## src/rtl/gfp8_fp16_converter.sv

```systemverilog
// -----------------------------------------------------------------------------
// gfp8_fp16_converter
//   Converts one GFP8 dot-product result (signed mantissa M times 2^E) into an
//   IEEE 754 binary16 value with round-to-nearest-even. The arithmetic is
//   purely combinational and feeds a single output register, so a result
//   appears one clock after its input, and one input is accepted per clock.
//
// Ports:
//   i_clk           clock, all state on the rising edge
//   i_reset_n       synchronous active-low reset
//   i_gfp_mantissa  two's-complement mantissa M
//   i_gfp_exponent  two's-complement exponent E
//   i_valid         input qualifier
//   o_fp16_result   registered FP16 {sign, exp[4:0], frac[9:0]}
//   o_valid         registered result qualifier
// -----------------------------------------------------------------------------
module gfp8_fp16_converter #(
  parameter int MAN_WIDTH = 32,
  parameter int EXP_WIDTH = 8
) (
  input  logic                 i_clk,
  input  logic                 i_reset_n,
  input  logic [MAN_WIDTH-1:0] i_gfp_mantissa,
  input  logic [EXP_WIDTH-1:0] i_gfp_exponent,
  input  logic                 i_valid,
  output logic [15:0]          o_fp16_result,
  output logic                 o_valid
);

  localparam int PW = $clog2(MAN_WIDTH);
  // Exponent arithmetic width: wide enough that p + E + 15 and 1 - B never wrap.
  localparam int XW = EXP_WIDTH + PW + 4;
  // Normalised magnitude plus 11 zero bits so frac/guard/sticky always exist.
  localparam int NW = MAN_WIDTH + 11;

  localparam logic signed [XW-1:0] ONE_C  = XW'(1);
  localparam logic signed [XW-1:0] BIAS_C = XW'(15);
  localparam logic signed [XW-1:0] MAXB_C = XW'(31);

  // Index of the most significant set bit (0 when no bit is set).
  function automatic logic [PW-1:0] lead_one(input logic [MAN_WIDTH-1:0] v);
    logic [PW-1:0] idx;
    idx = '0;
    for (int i = 0; i < MAN_WIDTH; i++) begin
      idx = v[i] ? PW'(i) : idx;
    end
    return idx;
  endfunction

  // Round-to-nearest-even increment decision.
  function automatic logic rne_inc(input logic guard, input logic sticky, input logic lsb);
    return guard & (sticky | lsb);
  endfunction

  logic                  sign_s;
  logic [MAN_WIDTH-1:0]  mag_s;
  logic [PW-1:0]         lead_s;
  logic [PW-1:0]         lsh_s;
  logic signed [XW-1:0]  lead_ext_s;
  logic signed [XW-1:0]  exp_ext_s;
  logic signed [XW-1:0]  b_s;
  logic signed [XW-1:0]  b_rnd_s;
  logic signed [XW-1:0]  k_s;
  logic [NW-1:0]         norm_s;
  logic [9:0]            frac_s;
  logic [9:0]            frac_rnd_s;
  logic                  carry_s;
  logic [2*NW-1:0]       sub_vec_s;
  logic [10:0]           sub_int_s;
  logic [10:0]           r_s;
  logic [15:0]           result_s;
  logic [15:0]           result_r;
  logic                  valid_r;

  // Combinational conversion of the current input into its FP16 encoding.
  always_comb begin
    sign_s     = i_gfp_mantissa[MAN_WIDTH-1];
    // Two's-complement negate; the most negative M maps to 2^(W-1) unsigned.
    mag_s      = sign_s ? (~i_gfp_mantissa + {{(MAN_WIDTH-1){1'b0}}, 1'b1}) : i_gfp_mantissa;
    lead_s     = lead_one(mag_s);
    lsh_s      = PW'(MAN_WIDTH - 1) - lead_s;
    lead_ext_s = {{(XW-PW){1'b0}}, lead_s};
    exp_ext_s  = {{(XW-EXP_WIDTH){i_gfp_exponent[EXP_WIDTH-1]}}, i_gfp_exponent};
    b_s        = lead_ext_s + exp_ext_s + BIAS_C;

    // Leading one moved to the MSB; the 10 bits under it are the fraction.
    norm_s = {mag_s, 11'b0} << lsh_s;
    frac_s = norm_s[NW-2 -: 10];
    {carry_s, frac_rnd_s} = {1'b0, frac_s}
                          + {10'b0, rne_inc(norm_s[NW-12], |norm_s[NW-13:0], frac_s[0])};
    b_rnd_s = b_s + {{(XW-1){1'b0}}, carry_s};

    // Subnormal: the 11-bit significand shifted right by 1-B lands in units of
    // 2^-24. The double-width vector keeps every shifted-out bit for sticky.
    k_s       = ONE_C - b_s;
    sub_vec_s = {norm_s, {NW{1'b0}}} >> $unsigned(k_s);
    sub_int_s = sub_vec_s[2*NW-1 -: 11];
    r_s       = sub_int_s
              + {10'b0, rne_inc(sub_vec_s[2*NW-12], |sub_vec_s[2*NW-13:0], sub_int_s[0])};

    if (mag_s == {MAN_WIDTH{1'b0}}) begin
      result_s = 16'h0000;
    end else if (b_s >= ONE_C) begin
      if (b_rnd_s >= MAXB_C) begin
        result_s = {sign_s, 5'b11111, 10'b0};
      end else begin
        result_s = {sign_s, b_rnd_s[4:0], frac_rnd_s};
      end
    end else if (r_s == 11'd0) begin
      result_s = 16'h0000;
    end else begin
      // R = 1024 falls out as exponent field 1, fraction 0: min normal.
      result_s = {sign_s, 4'b0000, r_s};
    end
  end

  // Output register: valid follows input every cycle, result only on valid.
  always_ff @(posedge i_clk) begin
    if (!i_reset_n) begin
      result_r <= 16'h0000;
      valid_r  <= 1'b0;
    end else begin
      valid_r <= i_valid;
      if (i_valid) begin
        result_r <= result_s;
      end
    end
  end

  assign o_fp16_result = result_r;
  assign o_valid       = valid_r;

endmodule

```

## config.mk

```make
export PLATFORM = sky130hd
export DESIGN_NAME = gfp8_fp16_converter
export DESIGN_NICKNAME = d
export VERILOG_FILES = /design/src/rtl/gfp8_fp16_converter.sv
export SDC_FILE = /design/constraint.sdc
export NUM_CORES = 1
export LEC_CHECK = 0
export ABC_AREA = 1
export CAP_MARGIN = 10
export CORE_MARGIN = 8
export CORE_UTILIZATION = 61
export DETAILED_ROUTE_END_ITERATION = 8
export GPL_ROUTABILITY_DRIVEN = 0
export GPL_TIMING_DRIVEN = 0
export PLACE_DENSITY = 0.95
export SLEW_MARGIN = 20
export SYNTH_ARGS = -nofsm -noshare
export SYNTH_HDL_FRONTEND = slang
export SYNTH_SLANG_ARGS = --single-unit
```

## constraint.sdc

```tcl
create_clock -name i_clk -period 10.37 [get_ports i_clk]
set_clock_uncertainty 0.1 [all_clocks]
set_input_delay 1.037 -clock i_clk [delete_from_list [all_inputs] [get_ports i_clk]]
set_output_delay 1.037 -clock i_clk [all_outputs]
set_load 0.1 [all_outputs]
```

======== After elaboration in Yosys (flattened, before gate mapping) ========
Cells that the tools add are included.
operators by class
  add/sub/neg operators ................... 8
  magnitude comparators ................... 2
  bitwise gates (word level) .............. 5
  shift-type cells ........................ 2
  multiplexer cells ....................... 36
  reduce and logical (&&, ||, !) cells .... 4
operators with widths
  operator                 number
  $shr A86 B17 Y86         1
  $mux W5                  16
  $reduce_or A74 Y1        1
  $mux W16                 3
  $shl A43 B5 Y43          1
  $add A32 B1 Y32 const B  1
  $logic_not A32 Y1        1
  $mux W32                 1
  $mux W4                  8
  $not A32 Y32             1
  $reduce_or A31 Y1        1
  $mux W15                 1
  $mux W3                  4
  $add A10 B1 Y11          1
  $add A10 B2 Y11          1
  $add A11 B1 Y11          1
  $ge A11 B6 Y1 const B    1
  $logic_not A11 Y1        1
  $sub A2 B10 Y11 const A  1
  $add A9 B5 Y10 const B   1
  $ge A10 B2 Y1 const B    1
  $add A6 B8 Y9            1
  $sub A5 B5 Y5 const A    1
  $mux W2                  2
  other kinds (3)          5
storage, ports and cells
  output and inout bits ................... 17
  register bits ........................... 17
  word-level logic and storage cells ...... 59
  input port bits ......................... 43

======== Longest topological paths before layout ========
Gate-level depths: netlist of the first run.
  word-level depth ........................ 46
  mapped depth ............................ 75
  gate-level depth less buffers ........... 72

======== Worst setup path before layout of the first run ========
Ideal clock, no wire load.
  path type ............................... input -> register
  start ................................... input i_gfp_mantissa[0]
  end ..................................... register result_r[15], in the netlist o_fp16_result[15]
  setup slack ............................. 2.159 ns
  path buffers ............................ 4
  arrival ................................. 7.990 ns
  stages .................................. 53
  setup time .............................. 0.121 ns
  cell sequence ........................... inv_1 > ha_1 > inv_1 > nor2_1 > nand3_1 > nor3_2 > nand2_1 > nor4_2 > a21oi_1 > a21oi_2 > o21ai_1 > a21oi_2 > a41oi_1 > xor2_1 > nor2_2 > nand2_1 > clkinv_1 > nand2_2 > [17 not listed] > nand3_1 > nand3_1 > nand3_1 > nand2_1 > nand3_1 > nor2_2 > ha_1 > clkbuf_1 > xor2_1 > nand2_1 > nor2_1 > nand2_1 > nor2_1 > nand3_1 > nor2_1 > nand3_1 > nand2_1 > a21oi_1
between the ends
  longest elaborated chain between the ends .. 46
  elaborated cells on any way between the ends .. 50
  classes of those cells .................. add/sub: 6; order compare: 1; shift: 2; mux: 35; bitwise: 3; reduce/logical: 3
RTL lines
  element                line  text
  start, declared        23    input logic [MAN_WIDTH-1:0] i_gfp_mantissa,
  $not A32 Y32           79    mag_s = sign_s ? (~i_gfp_mantissa + {{(MAN_WIDTH-1){1'b0}}, 1'b1}) : i_gfp_mantissa;
  $add A32 B1 Y32        79
  $mux W32 *             79
  $mux W1                45    idx = v[i] ? PW'(i) : idx;
  $mux W2 (2 in a row)   45
  $mux W3 (4 in a row)   45
  $mux W4 (8 in a row)   45
  $mux W5 (16 in a row)  45
  [4 not listed]         --
  $reduce_or A74 Y1      99    + {10'b0, rne_inc(sub_vec_s[2*NW-12], |sub_vec_s[2*NW-13:0], sub_int_s[0])};
  $or A1 B1 Y1           52    return guard & (sticky | lsb);
  $and A1 B1 Y1          52
  $add A11 B1 Y11        99
  $logic_not A11 Y1      109   end else if (r_s == 11'd0) begin
  $mux W16               109
  $mux W16               103   end else if (b_s >= ONE_C) begin
  $mux W16 *             101   if (mag_s == {MAN_WIDTH{1'b0}}) begin
  end signal, assigned   125   result_r <= result_s;
  end, declared          72    logic [15:0] result_r;
Every way passes the cells marked *; elsewhere a longest branch is shown, timed or not.
A chain may end at the register's enable or synchronous reset.

======== Worst setup path after layout of the first run ========
Same ends and word-level chain as after synthesis.

==> impl_metrics.toml, run 1 <==
[grt]
grt_pass1_vias = 9865
overflow = 0
use_met1_pct = 39.6
grt_pass1_wl_mm = 43.6
met3_usage_pct = 9.93
use_met2_pct = 54.7
top_usage_layer = "met2"
track_usage_pct = 33.7
grt_max_degree = 11
antenna_found_initial = 0

[final_layout]
syn2layout_area_growth_pct = 13.5
nets = 1554
drive_gt1_share_pct = 7.10
num_antenna_cells = 0
instances_no_fill = 1635
final_cell_area_sq_um = 8080

[logic_synthesis]
synth_seq_cells = 17
synth.distinct_cells = 50
netlist_instances = 1426
ys_seq_area_share_pct = 4.78
async_flop_share_pct = 0
ys.flop_type = "dfxtp_1"
synth_area_sq_um = 7120
synth_area_leaders = "nand3_1 29%, nand2_1 22%, inv_1 5.7%"
synth_fp_nets = 1487
synth_warnings = 0
syn_avg_cell_area_sq_um = 4.99
synth_enable_flop_cells = 0
yosysTopAreaCell = "nand3_1"
netlist.area_leader.share_pct = 29.2

[die]
core.rowCount = 39
die_w_um = 124
io_pins = 60
start_util_pct = 62.4
core_area_sq_um = 11400
die_h_um = 124
dieArea_sq_um = 15400

[min_path]
hp-class = "flop to flop"

[status]
status = "complete, but fails checks"
violations = "DRC"

[sta]
drv_slew = 0
finalHoldViolCount = 0
max_freq_mhz = 102
max_slew_margin_pct = 34.1
finalCritPeriodShare_pct = 94.9
period_minus_slack_ns = 9.84
worstMarginPinSlew_ns = 0.985
whs_ns = 0.367
setup_viol = 0

[critical_path]
worst_setup_path_end_kind = "flop"
worst-path-max-fanout = 10
rrSetupSlack_ns = 9.52
path_depth = 49
rr_startpoint = "o_fp16_result[9]"
cp_num_buf_inv = 10
r2r_end = "o_fp16_result[9]"
critical_path_arrival_ns = 9.87
slowest_delay_ns = 0.50
cp_slowest_cell = "clkdlybuf4s50_1"
cp-endpoint = "o_fp16_result[15]"
cp-startpoint = "i_gfp_mantissa[0]"
start_kind = "primary input"
worstSetupPathType = "primary input to flop"
worstRegToRegCells = 2
crit_family = "simple AND/OR/NAND/NOR gates"
worstPathRequired_ns = 10.40

[cts]
clkTransAtPathRegs_ns = 0.05
cts_sinks = 17
cts_buffer_depth = 2
cts_tree = "built"
root_buffer = "clkbuf_16"
cts_htree_levels = 1
numCtsBuffers = 3
clock_latency_ns = 0.25

[placed_design]
dpl.hpwl_mm = 20.8
dpl_cell_area_sq_um = 7880
port_buffers = 58
dp_cells = 1627

[detailed_routing]
wl_per_cell_um = 16.1
via_per_inst = 6.55
drc = 200
routed-via-count = 10700
drtPass1Iterations = 9
postRouteAntennaNets = 0
drtIter0Drc = 2525
drt_wl_total_mm = 26.4

[flow_run]
maxCapViolations = 0

[pwr]
leakage_nw = 3.99
vdd_drop_max_mv = 0.169
powerDensity_nw_per_um2 = 168
==> tightest hold or removal path, stage by stage (launching register included) <==
cell,delay (ns)
dfxtp_1,0.31
nand2_1,0.06
a21oi_1,0.05
==> flip-flops by register name, summed over array words and instances, names as in the netlist <==
register and cells:
o_fp16_result 16, o_valid 1
==> logic make-up (layout without fill, tap and decap cells) <==
logic type,after synthesis,count (layout),synth area share [%]
xor gates and xnor gates,35,35,4.62
adders and majority gates,18,18,3.27
DFF,17,17,4.78
buffers and inverters,204,270,11.6
and+or+nand+nor,1057,1057,67.9
AOI/OAI and AO/OA,95,95,7.77
==> cell type report <==
class	instances	area, sq um
Buffer	73	354
Clock buffer	3	75.1
Clock inverter	1	5.00
Fill cell	964	3340
Inverter	127	483
Multi-Input combinational cell	1205	6010
Sequential cell	17	340
Tap cell	143	179
Timing Repair Buffer	66	641
==> power breakdown <==
part / internal, mW / leakage (nW) / switching, mW
logic: 0.355 / 3.81 / 0.847
clock network: 0.0516 / 0.0409 / 0.0266
registers: 0.0714 / 0.140 / 0.00357
total: 0.478 / 3.99 / 0.878
==> per-stage QoR <==
| stage | utilization [%] | setup slack, ns | total power [mW] | TNS [ns] |
|---|---|---|---|---|
| 4_1_cts | 69.7 | 0.00499 | 1.28 | 0 |
| 2_1_floorplan | - | 2.16 | 0.929 | 0 |
| 3_3_place_gp | 69.0 | 0.138 | 1.17 | 0 |
| 5_1_grt | 70.8 | -0.0844 | 1.46 | -0.0844 |
| 3_5_place_dp | 69.0 | -0.210 | 1.20 | -0.210 |
| 6_report | 70.8 | 0.532 | 1.36 | 0 |
==> worst min-delay path by stage <==
stage | from | endpoint | slack [ns] | depth (start not counted)
after CTS | o_fp16_result[5] | o_fp16_result[5] | 0.37 | 2
after detailed placement | o_fp16_result[4] | o_fp16_result[4] | 0.36 | 2
after global placement | o_fp16_result[0] | o_fp16_result[0] | 0.35 | 2
after global routing | o_fp16_result[7] | o_fp16_result[7] | 0.39 | 2
final | o_fp16_result[5] | o_fp16_result[5] | 0.37 | 2
after floorplan | o_fp16_result[11] | o_fp16_result[11] | 0.81 | 2
==> synth_stat cells (5+ instances only) <==
library cell and instances:
ha_1 17, nand2_2 13, clkinv_1 8, nand4_1 44
nand3_1 416, o21ai_1 7, nor3_1 8, nand3_2 5
a21oi_1 34, a31oi_1 5, inv_2 11, xnor2_1 5
o21ai_0 30, buf_1 23, xor2_1 27, clkbuf_1 29
o31ai_1 5, nand2_1 423, or2_2 8, and2_1 5
or2_1 5, nor2_1 107, inv_1 108, dfxtp_1 17
buf_2 19
==> metal layers <==
layer | share of wire [%] | vias to the layer above | wire length, um
li1 | - | 4923 | -
met1 | 36 | 4625 | 9430
met2 | 44 | 906 | 11600
met3 | 14 | 249 | 3680
met4 | 6.2 | 0 | 1630
met5 | 0 | - | 0
==> cells in the final DEF, fill, tap and decap left out, drive strengths merged, types with 3 or more instances in the layout <==
master	count
nand3b	3
clkinv	9
clkdlybuf4s50	58
inv	118
nand2	438
o41ai	3
o21ai	37
nor2	113
and2	5
clkbuf	34
nor3	12
nand3	421
nor4	5
xor2	30
nand4	45
ha	17
or2	15
a21oi	37
xnor2	5
o31ai	6
a31oi	5
dfxtp	17
buf	50
==> repair_timing <==
| action | 4_1_cts | 5_1_grt |
|---|---|---|
| resized for setup | 0 | 29 |
| hold buffers | 0 | 0 |
| endpoints found under the setup margin | 0 | 11 |
| setup buffers | 0 | 8 |
(Power assumes the default switching activity.)
==> run 2: changes to the inputs <==
ABC_AREA = default   (was 1)
CORE_UTILIZATION = 64   (was 61)
==> run 2 against run 1 <==
  * The flow now stops in global routing
  * Synthesized area grew 58%
  * Synthesized cell count grew 20%
==> impl_metrics.toml, run 2 <==
[grt]
track_usage_pct = 75.2
overflow = 36
grt_max_degree = 29

[die]
io_pins = 60
core.rowCount = 48
die_w_um = 149
die_h_um = 149
start_util_pct = 65.3

[placed_design]
dpl_cell_area_sq_um = 12000
port_buffers = 46
dpl.hpwl_mm = 42.5

[logic_synthesis]
synth_fp_nets = 1779
synth_area_sq_um = 11300
synth_seq_cells = 17
synth_top_cells_by_count = "185 x nand2_1, 163 x nor2_1, 91 x a21oi_1"
synth_enable_flop_cells = 0
ys_seq_area_share_pct = 3.02
synth.distinct_cells = 116
async_flop_share_pct = 0
syn_avg_cell_area_sq_um = 6.55
yosysMostFrequentCell = "nand2_1"
yosysTopAreaCell = "nand2_1"
ys.flop_type = "dfxtp_1"
synth_warnings = 0
netlist.area_leader.share_pct = 6.17
synth_area_leaders = "nand2_1 6.2%, nor2_1 5.4%, a21oi_1 4.0%"
netlist_instances = 1718

[sta]
crit_endpoint = "o_fp16_result[15]$_SDFFE_PN0P_/D"
worstEpCategory = "sequential cell input"

[cts]
postCtsHoldBufs = 0
root_buffer = "clkbuf_16"
cts_sinks = 17
cts_buffer_depth = 2
numCtsBuffers = 3
cts_htree_levels = 1

[status]
stop_stage = "global routing"
status = "aborted with a tool error"
error_line = "[ERROR GRT-0232] Routing congestion too high. Check the congestion heatmap in the GUI."
==> run 2: changes by cell type after synthesis, sizes merged, moves of 55 or more <==
| cell | change |
|---|---|
| nand3 | -348 |
| nor3 | +57 |
| clkbuf | +58 |
| a21oi | +55 |
| nand2 | -253 |
| inv | -85 |
==> run 2: cells by family after synthesis <==
family          Yosys count  share of synthesized area, %
xor+xnor                 64                          5.11
mux                      31                          2.96
flops                    17                          3.02
compound gates          690                          47.5
fa+ha+maj                20                          2.25
simple gates            719                          32.2
buf+inv                 177                          6.97
==> run 2: per-layer routing <==
layer  GRT overflow  GRT usage [%]
met1              2           76.8
met2             14           83.5
met3              9           71.9
met4             11           62.8
met5              0           51.5
==> run 2: timing repair <==
item / 4_1_cts
pin swaps: 3
setup buffers: 2
cloned: 0
gates resized for setup: 34
endpoints found under the hold margin: 0
endpoints found under the setup margin: 12
==> run 2: through the flow <==
step | setup WS, ns | cells | hold WS [ns] | util (%)
4_1_cts | 0.0115 | 1992 | 0.389 | 70.9
3_5_place_dp | -2.28 | 1989 | 0.372 | 69.6
3_3_place_gp | -2.13 | 1989 | 0.352 | 69.6
2_1_floorplan | 1.03 | 1718 | 0.786 | -
